===== src/rtl/countdown_timer.sv =====
// countdown_timer: loadable down-counter with prescaled ticks, one-cycle done pulse,
// and either a latched expired state or automatic reload at zero.
module countdown_timer #(
  parameter int WIDTH       = 4,
  parameter int PRESCALE    = 4,
  parameter bit AUTO_RELOAD = 1'b0
) (
  input  logic             clk,
  input  logic             rst,
  input  logic             enable,
  input  logic             load,
  input  logic [WIDTH-1:0] load_value,
  output logic [WIDTH-1:0] data,
  output logic             running,
  output logic             done,
  output logic             expired
);
  localparam int PW = $clog2(PRESCALE) + 1;
  typedef enum logic [1:0] {IDLE, RUN, PAUSE, EXPIRED} state_t;
  state_t           state_q, state_d;
  logic [WIDTH-1:0] data_q, data_d, reload_q, reload_d;
  logic [PW-1:0]    pre_q, pre_d;
  logic             done_q, done_d;
  logic             tick, term;
  assign tick = state_q == RUN && enable && pre_q == PW'(PRESCALE - 1);
  assign term = tick && data_q == WIDTH'(1);
  always_comb begin
    state_d  = state_q;
    data_d   = data_q;
    pre_d    = pre_q;
    reload_d = reload_q;
    done_d   = 1'b0;
    if (load) begin
      data_d   = load_value;
      reload_d = load_value;
      pre_d    = '0;
      state_d  = IDLE;
    end else begin
      case (state_q)
        IDLE:  state_d = (enable && data_q != '0) ? RUN : IDLE;
        RUN: begin
          state_d = !enable ? PAUSE : (term && !AUTO_RELOAD) ? EXPIRED : RUN;
          pre_d   = !enable ? pre_q : tick ? '0 : pre_q + 1'b1;
          data_d  = !tick ? data_q : term ? (AUTO_RELOAD ? reload_q : '0) : data_q - 1'b1;
          done_d  = term;
        end
        PAUSE: state_d = enable ? RUN : PAUSE;
        default: data_d = '0;
      endcase
    end
  end
  always_ff @(posedge clk) begin
    if (rst) begin
      state_q  <= IDLE;
      data_q   <= '0;
      reload_q <= '0;
      pre_q    <= '0;
      done_q   <= 1'b0;
    end else begin
      state_q  <= state_d;
      data_q   <= data_d;
      reload_q <= reload_d;
      pre_q    <= pre_d;
      done_q   <= done_d;
    end
  end
  assign data    = data_q;
  assign running = state_q == RUN;
  assign expired = state_q == EXPIRED;
  assign done    = done_q;
endmodule


===== config.mk =====
export PLATFORM = sky130hd
export DESIGN_NAME = countdown_timer
export DESIGN_NICKNAME = d
export VERILOG_FILES = /design/src/rtl/countdown_timer.sv
export SDC_FILE = /design/constraint.sdc
export NUM_CORES = 1
export LEC_CHECK = 0
export BUFFER_PORTS_ARGS = -buffer_cell sky130_fd_sc_hd__buf_4
export CAP_MARGIN = 20
export CORE_AREA = 2 2 39 41
export CTS_CLUSTER_SIZE = 12
export DETAILED_ROUTE_END_ITERATION = 8
export DIE_AREA = 0 0 41 43
export GPL_TIMING_DRIVEN = 0
export PLACE_DENSITY = 0.78
export SYNTH_ARGS = -nofsm -noshare
export SYNTH_HDL_FRONTEND = slang
export SYNTH_SLANG_ARGS = --single-unit

===== constraint.sdc =====
create_clock -name clk -period 4.5 [get_ports clk]
set_input_delay 0.9 -clock clk [delete_from_list [all_inputs] [get_ports clk]]
set_output_delay 0.9 -clock clk [all_outputs]
set_load 0.01 [all_outputs]

# After elaboration in Yosys (flattened, before gate mapping)

Index checks and enable logic that the tools add are counted.

Add/subtract/negate cells: 2
Equal/unequal tests: 7
Multiplexer cells: 10
Bitwise gates (word level): 1
Reduce and logical (&&, ||, !) cells: 12

Operator list:

| operator                                                                | number |
|---|---|
| 4-bit 2-to-1 mux                                                        | 3 |
| 4-bit case mux with 2 select lines                                      | 1 |
| 2-bit 2-to-1 mux                                                        | 3 |
| 2-bit case mux with 3 select lines                                      | 1 |
| 2-bit == test, second input constant                                    | 2 |
| 4-bit by 1-bit == test with 1-bit output, second input constant         | 1 |
| 1-bit logical AND                                                       | 4 |
| 2-bit AND reduction                                                     | 2 |
| 4-bit nonzero test                                                      | 1 |
| 2-bit OR reduction                                                      | 2 |
| 4-bit by 1-bit subtractor with 4-bit output, second input constant      | 1 |
| 3-bit by 1-bit adder with 3-bit output, second input constant           | 1 |
| 3-bit by 2-bit == test with 1-bit output, second input constant         | 1 |
| 3-bit 2-to-1 mux                                                        | 1 |
| 3-bit by 2-bit inequality test with 1-bit output, second input constant | 1 |
| 3-bit nonzero test                                                      | 1 |
| 3-bit OR reduction                                                      | 1 |
| 2-bit by 1-bit == test with 1-bit output, second input constant         | 1 |
| 2-bit zero test                                                         | 1 |
| 2-bit by 1-bit inequality test with 1-bit output, second input constant | 1 |
| 1-bit 2-to-1 mux                                                        | 1 |
| 1-bit inverter                                                          | 1 |

Register bits: 10
Bits of input ports: 8
Output and inout port bits: 7
Word-level logic and storage cells: 36

# Depth between registers and ports, before layout

Depth after elaboration: 8
Depth in mapped cells: 6
Gate-level depth less buffers: 6

# Worst setup path after synthesis

Ideal clock, no wire load.

Kind: input to register
Start point: input load
End point: register data_q[2], in the netlist data[2]
Setup time: 0.069 ns
Arrival: 1.622 ns
Slack: 2.809 ns
Stages on the path: 5
Path buffers: 1
Cells stage by stage: or2_1 > clkbuf_1 > o22ai_2 > a21oi_1 > o21ai_1

Cells in the longest elaborated chain, start to end: 2
Elaborated cells on any way between the ends: 4
Those cells by class: eq/ne: 2; mux: 1; reduce/logical: 1

RTL lines:

| what                                                                                                                                         | line | RTL |
|---|---|---|
| from (decl)                                                                                                                                  | 11   | `input logic load,` |
| 3-bit by 2-bit inequality test with 1-bit output (no source line) / 2-bit by 1-bit inequality test with 1-bit output (equally long branches) | -    |  |
| 2-bit AND reduction (no source line)                                                                                                         | -    |  |
| to (signal assigned)                                                                                                                         | 61   | `data_q <= data_d;` |
| to (decl)                                                                                                                                    | 21   | `logic [WIDTH-1:0] data_q, data_d, reload_q, reload_d;` |

Several ways; a longest one is shown, not always the timed one.
A chain may end at the register's enable or synchronous reset.

# Final worst setup path

Start point: register state_q[1]
End point: output running

Cells in the longest elaborated chain, start to end: 1

RTL lines:

| what                                     | line | RTL |
|---|---|---|
| from (decl)                              | 20   | `state_t state_q, state_d;` |
| from (signal assigned)                   | 60   | `state_q <= state_d;` |
| 2-bit by 1-bit == test with 1-bit output | 68   | `assign running = state_q == RUN;` |
| to (decl)                                | 14   | `output logic running,` |

No other way between the ends.

==> flow_summary.ini <==
[die]
die-area_mm2 = 0.00176
io_pins = 15
die_width_um = 41
rows = 14
core_area_mm2 = 0.00138
initial_core_util_pct = 45.1
die_h_um = 43

[routing]
vias = 581
drt_pre_antenna_iters = 6
drt_wl_total_um = 1270
route.detailed.wl_per_inst_um = 12.0
drc_errors = 0
dr.first_iter.drc_count = 11
route.detailed.vias_per_inst = 5.48
detail_route_antenna_nets = 0

[synthesis]
yosysUniqueCellTypes = 29
synthesis.area_um2 = 624
yosys_register_bits = 10
synth_edf_count = 0
synth_cells = 72
synth-async-reset-ratio_pct = 0
post_synth_top_cells = sky130_fd_sc_hd__dfxtp_1, sky130_fd_sc_hd__nand2_1, sky130_fd_sc_hd__ha_1
yosys_most_used_dff = sky130_fd_sc_hd__dfxtp_1
syn_nets = 88
ys_seq_area_share_pct = 32.1
share_of_the_synthesized_area_in_the_top_cell_type_pct = 32.1
synth.area.top_cells = sky130_fd_sc_hd__dfxtp_1, sky130_fd_sc_hd__ha_1, sky130_fd_sc_hd__nand2_1
post_synth.cell_area_avg_um2 = 8.67
synth_warnings = 0
synthMostInstantiatedCell = sky130_fd_sc_hd__dfxtp_1
post-synth-top-area-cell = sky130_fd_sc_hd__dfxtp_1

[run_status]
status = finished clean

[worst_setup_path]
critical_path_class = reg -> out
cp_max_fo = 9
critical_path.endpoint_type = output pin
startpoint = state_q[1]$_SDFFE_PP0P_
slowest_stage = sky130_fd_sc_hd__dfxtp_1
timing.critical_path.cells = inv_1, ha_1, buf_4
element_type_at_the_critical_path_start = flip-flop
timing.critical_path.arrival_ps = 1240
required_time_reported_for_the_critical_path_endpoint_ps = 3600
worst_r2r_path_depth = 6
crit_reg_reg_startpoint = state_q[1]$_SDFFE_PP0P_
timing.critical_path.slowest_cell_delay_ps = 400

[timing]
fin_tns_setup_ps = 0
report.final.setup_viol = 0
rsz0062_at_grt = no
hold-worst-slack_ps = 456
post-route-period-util_pct = 47.6
fin_ws_ps = 2360
slew_headroom_pct = 76.1
skew_ps = 1.91
timing.fmax_mhz = 467
worst-slew-pin-transition_ps = 358
finalHoldViolations = 0
maxSlewViolCount = 0
finalWorstPathRequiredPeriod_ps = 2140

[clock_tree]
cts.repair.resized = 0
cts_max_path_buffers = 2
cts.htree.levels = 1
holdBufCountCts = 0
cts_tree = built
tritoncts.num_buffers = 3
clock_transition_at_path_regs_ps = 70
clock-sinks = 10
root_buffer = sky130_fd_sc_hd__clkbuf_4
insertion_delay_ps = 260
post_cts_buffers = 0

[finish]
finalCoreUtilization_pct = 56.8
area_growth_pct = 25.9
num-fill-cells = 128
post_route_cells_drive_above_1_share_pct = 26.7
final_net_count = 107
insertedDiodeCount = 0
design_area_um2 = 786
non_filler_instance_count_after_layout = 106

[grt]
number_of_antenna_violations_at_the_first_check_in_global_routing = 0
gr-usage-all-layers_pct = 15.3
grt_first_pass_wirelength_um = 1790
grt_start_max_net_pins = 10
grt-ovfl-total = 0
vias_in_the_first_global_route = 461

[hold_path]
worst_hold_path.num_cells = 2
timing.hold.worst.class = reg -> reg
hold_path_startpoint = pre_q[2]$_SDFFE_PP0P_

[run]
maxCapViolCount = 0

[place]
number_of_port_buffers = 14
gp_congestion = 0.686
dp_worst_setup_slack_ps = 2550
dp_cells = 102
detailed_place.area_um2 = 749
post_dp_hpwl_um = 992

[power]
power.density_mw_per_mm2 = 261
power.leakage_nw = 0.331
vdd.ir_drop.worst_mv = 0.140
fin_total_pwr_mw = 0.205
-- path summary, 6_finish.rpt --
path / endpoint / slack, ps
worst max register to register: data[2]$_SDFFE_PP0P_ / 2890
worst min register to register: pre_q[2]$_SDFFE_PP0P_ / 460
worst max-delay path: running / 2360
worst min-delay path: pre_q[2]$_SDFFE_PP0P_ / 460
-- registers in the layout (all words and copies together), names as in the netlist --
| signal | cells |
|---|---|
| pre_q | 3 |
| state_q | 2 |
| data | 4 |
| done | 1 |
-- where the power goes --
group          total, mW  internal (mW)  switching, mW  leakage, nW
Sequential        0.0950         0.0911        0.00389       0.0814
Clock             0.0813         0.0491         0.0322       0.0210
Combinational     0.0289         0.0150         0.0139        0.229
Total              0.205          0.155         0.0500        0.331
-- metal layers --
layer | part of all wire (%) | vias to the layer above | GRT usage [%]
met4 | 0.63 | 0 | 8.00
met5 | 0 | - | 0
met1 | 42 | 266 | 14.9
met2 | 51 | 16 | 26.6
li1 | - | 297 | -
met3 | 5.7 | 2 | 4.71
-- placed cells by master (no fill, tap or decap) --
| master | n |
|---|---|
| sky130_fd_sc_hd__a211o_1 | 1 |
| sky130_fd_sc_hd__a211oi_1 | 1 |
| sky130_fd_sc_hd__a21oi_1 | 5 |
| sky130_fd_sc_hd__a21oi_2 | 1 |
| sky130_fd_sc_hd__a22oi_1 | 1 |
| sky130_fd_sc_hd__a311oi_1 | 1 |
| sky130_fd_sc_hd__a32oi_1 | 1 |
| sky130_fd_sc_hd__and3b_4 | 1 |
| sky130_fd_sc_hd__and4b_2 | 1 |
| sky130_fd_sc_hd__buf_4 | 14 |
| sky130_fd_sc_hd__clkbuf_1 | 1 |
| sky130_fd_sc_hd__clkbuf_4 | 3 |
| sky130_fd_sc_hd__clkbuf_8 | 1 |
| sky130_fd_sc_hd__dfxtp_1 | 10 |
| sky130_fd_sc_hd__ha_1 | 8 |
| sky130_fd_sc_hd__inv_1 | 7 |
| sky130_fd_sc_hd__mux2_2 | 1 |
| sky130_fd_sc_hd__nand2_1 | 9 |
| sky130_fd_sc_hd__nand3_1 | 2 |
| sky130_fd_sc_hd__nand3_2 | 1 |
| sky130_fd_sc_hd__nand3b_1 | 2 |
| sky130_fd_sc_hd__nor2_1 | 3 |
| sky130_fd_sc_hd__nor2b_1 | 1 |
| sky130_fd_sc_hd__nor3_1 | 1 |
| sky130_fd_sc_hd__nor3b_1 | 2 |
| sky130_fd_sc_hd__nor4_1 | 2 |
| sky130_fd_sc_hd__o21ai_0 | 3 |
| sky130_fd_sc_hd__o21ai_1 | 1 |
| sky130_fd_sc_hd__o22ai_2 | 1 |
| sky130_fd_sc_hd__o31a_1 | 2 |
| sky130_fd_sc_hd__or2_1 | 1 |
| sky130_fd_sc_hd__or3b_1 | 1 |
-- critical path: cells and delay by family, from the launching register on --
kind                       cells  cell delay [ps]
adders and majority gates      1              300
buffers and inverters          2              280
DFF                            1              400
-- layout make-up --
class	instances	area [um^2]	share of cell area, %
multi-input combinational	54	394	50.2
sequential	10	200	25.5
timing repair buffer	14	105	13.4
clock buffer	4	36.3	4.62
inverter	7	26.3	3.34
tap	16	20.0	2.55
buffer	1	3.75	0.478
-- kinds of logic (layout without fill, tap and decap cells) --
kind of cell    Yosys count  count (layout)  share of synthesized area, %
fa+ha+maj                 8               8                          16.0
simple gates             27              27                          25.2
mux                       1               1                          1.80
flops                    10              10                          32.1
compound gates           18              18                          20.0
buf+inv                   8              26                          4.81
(Power assumes the default switching activity.)
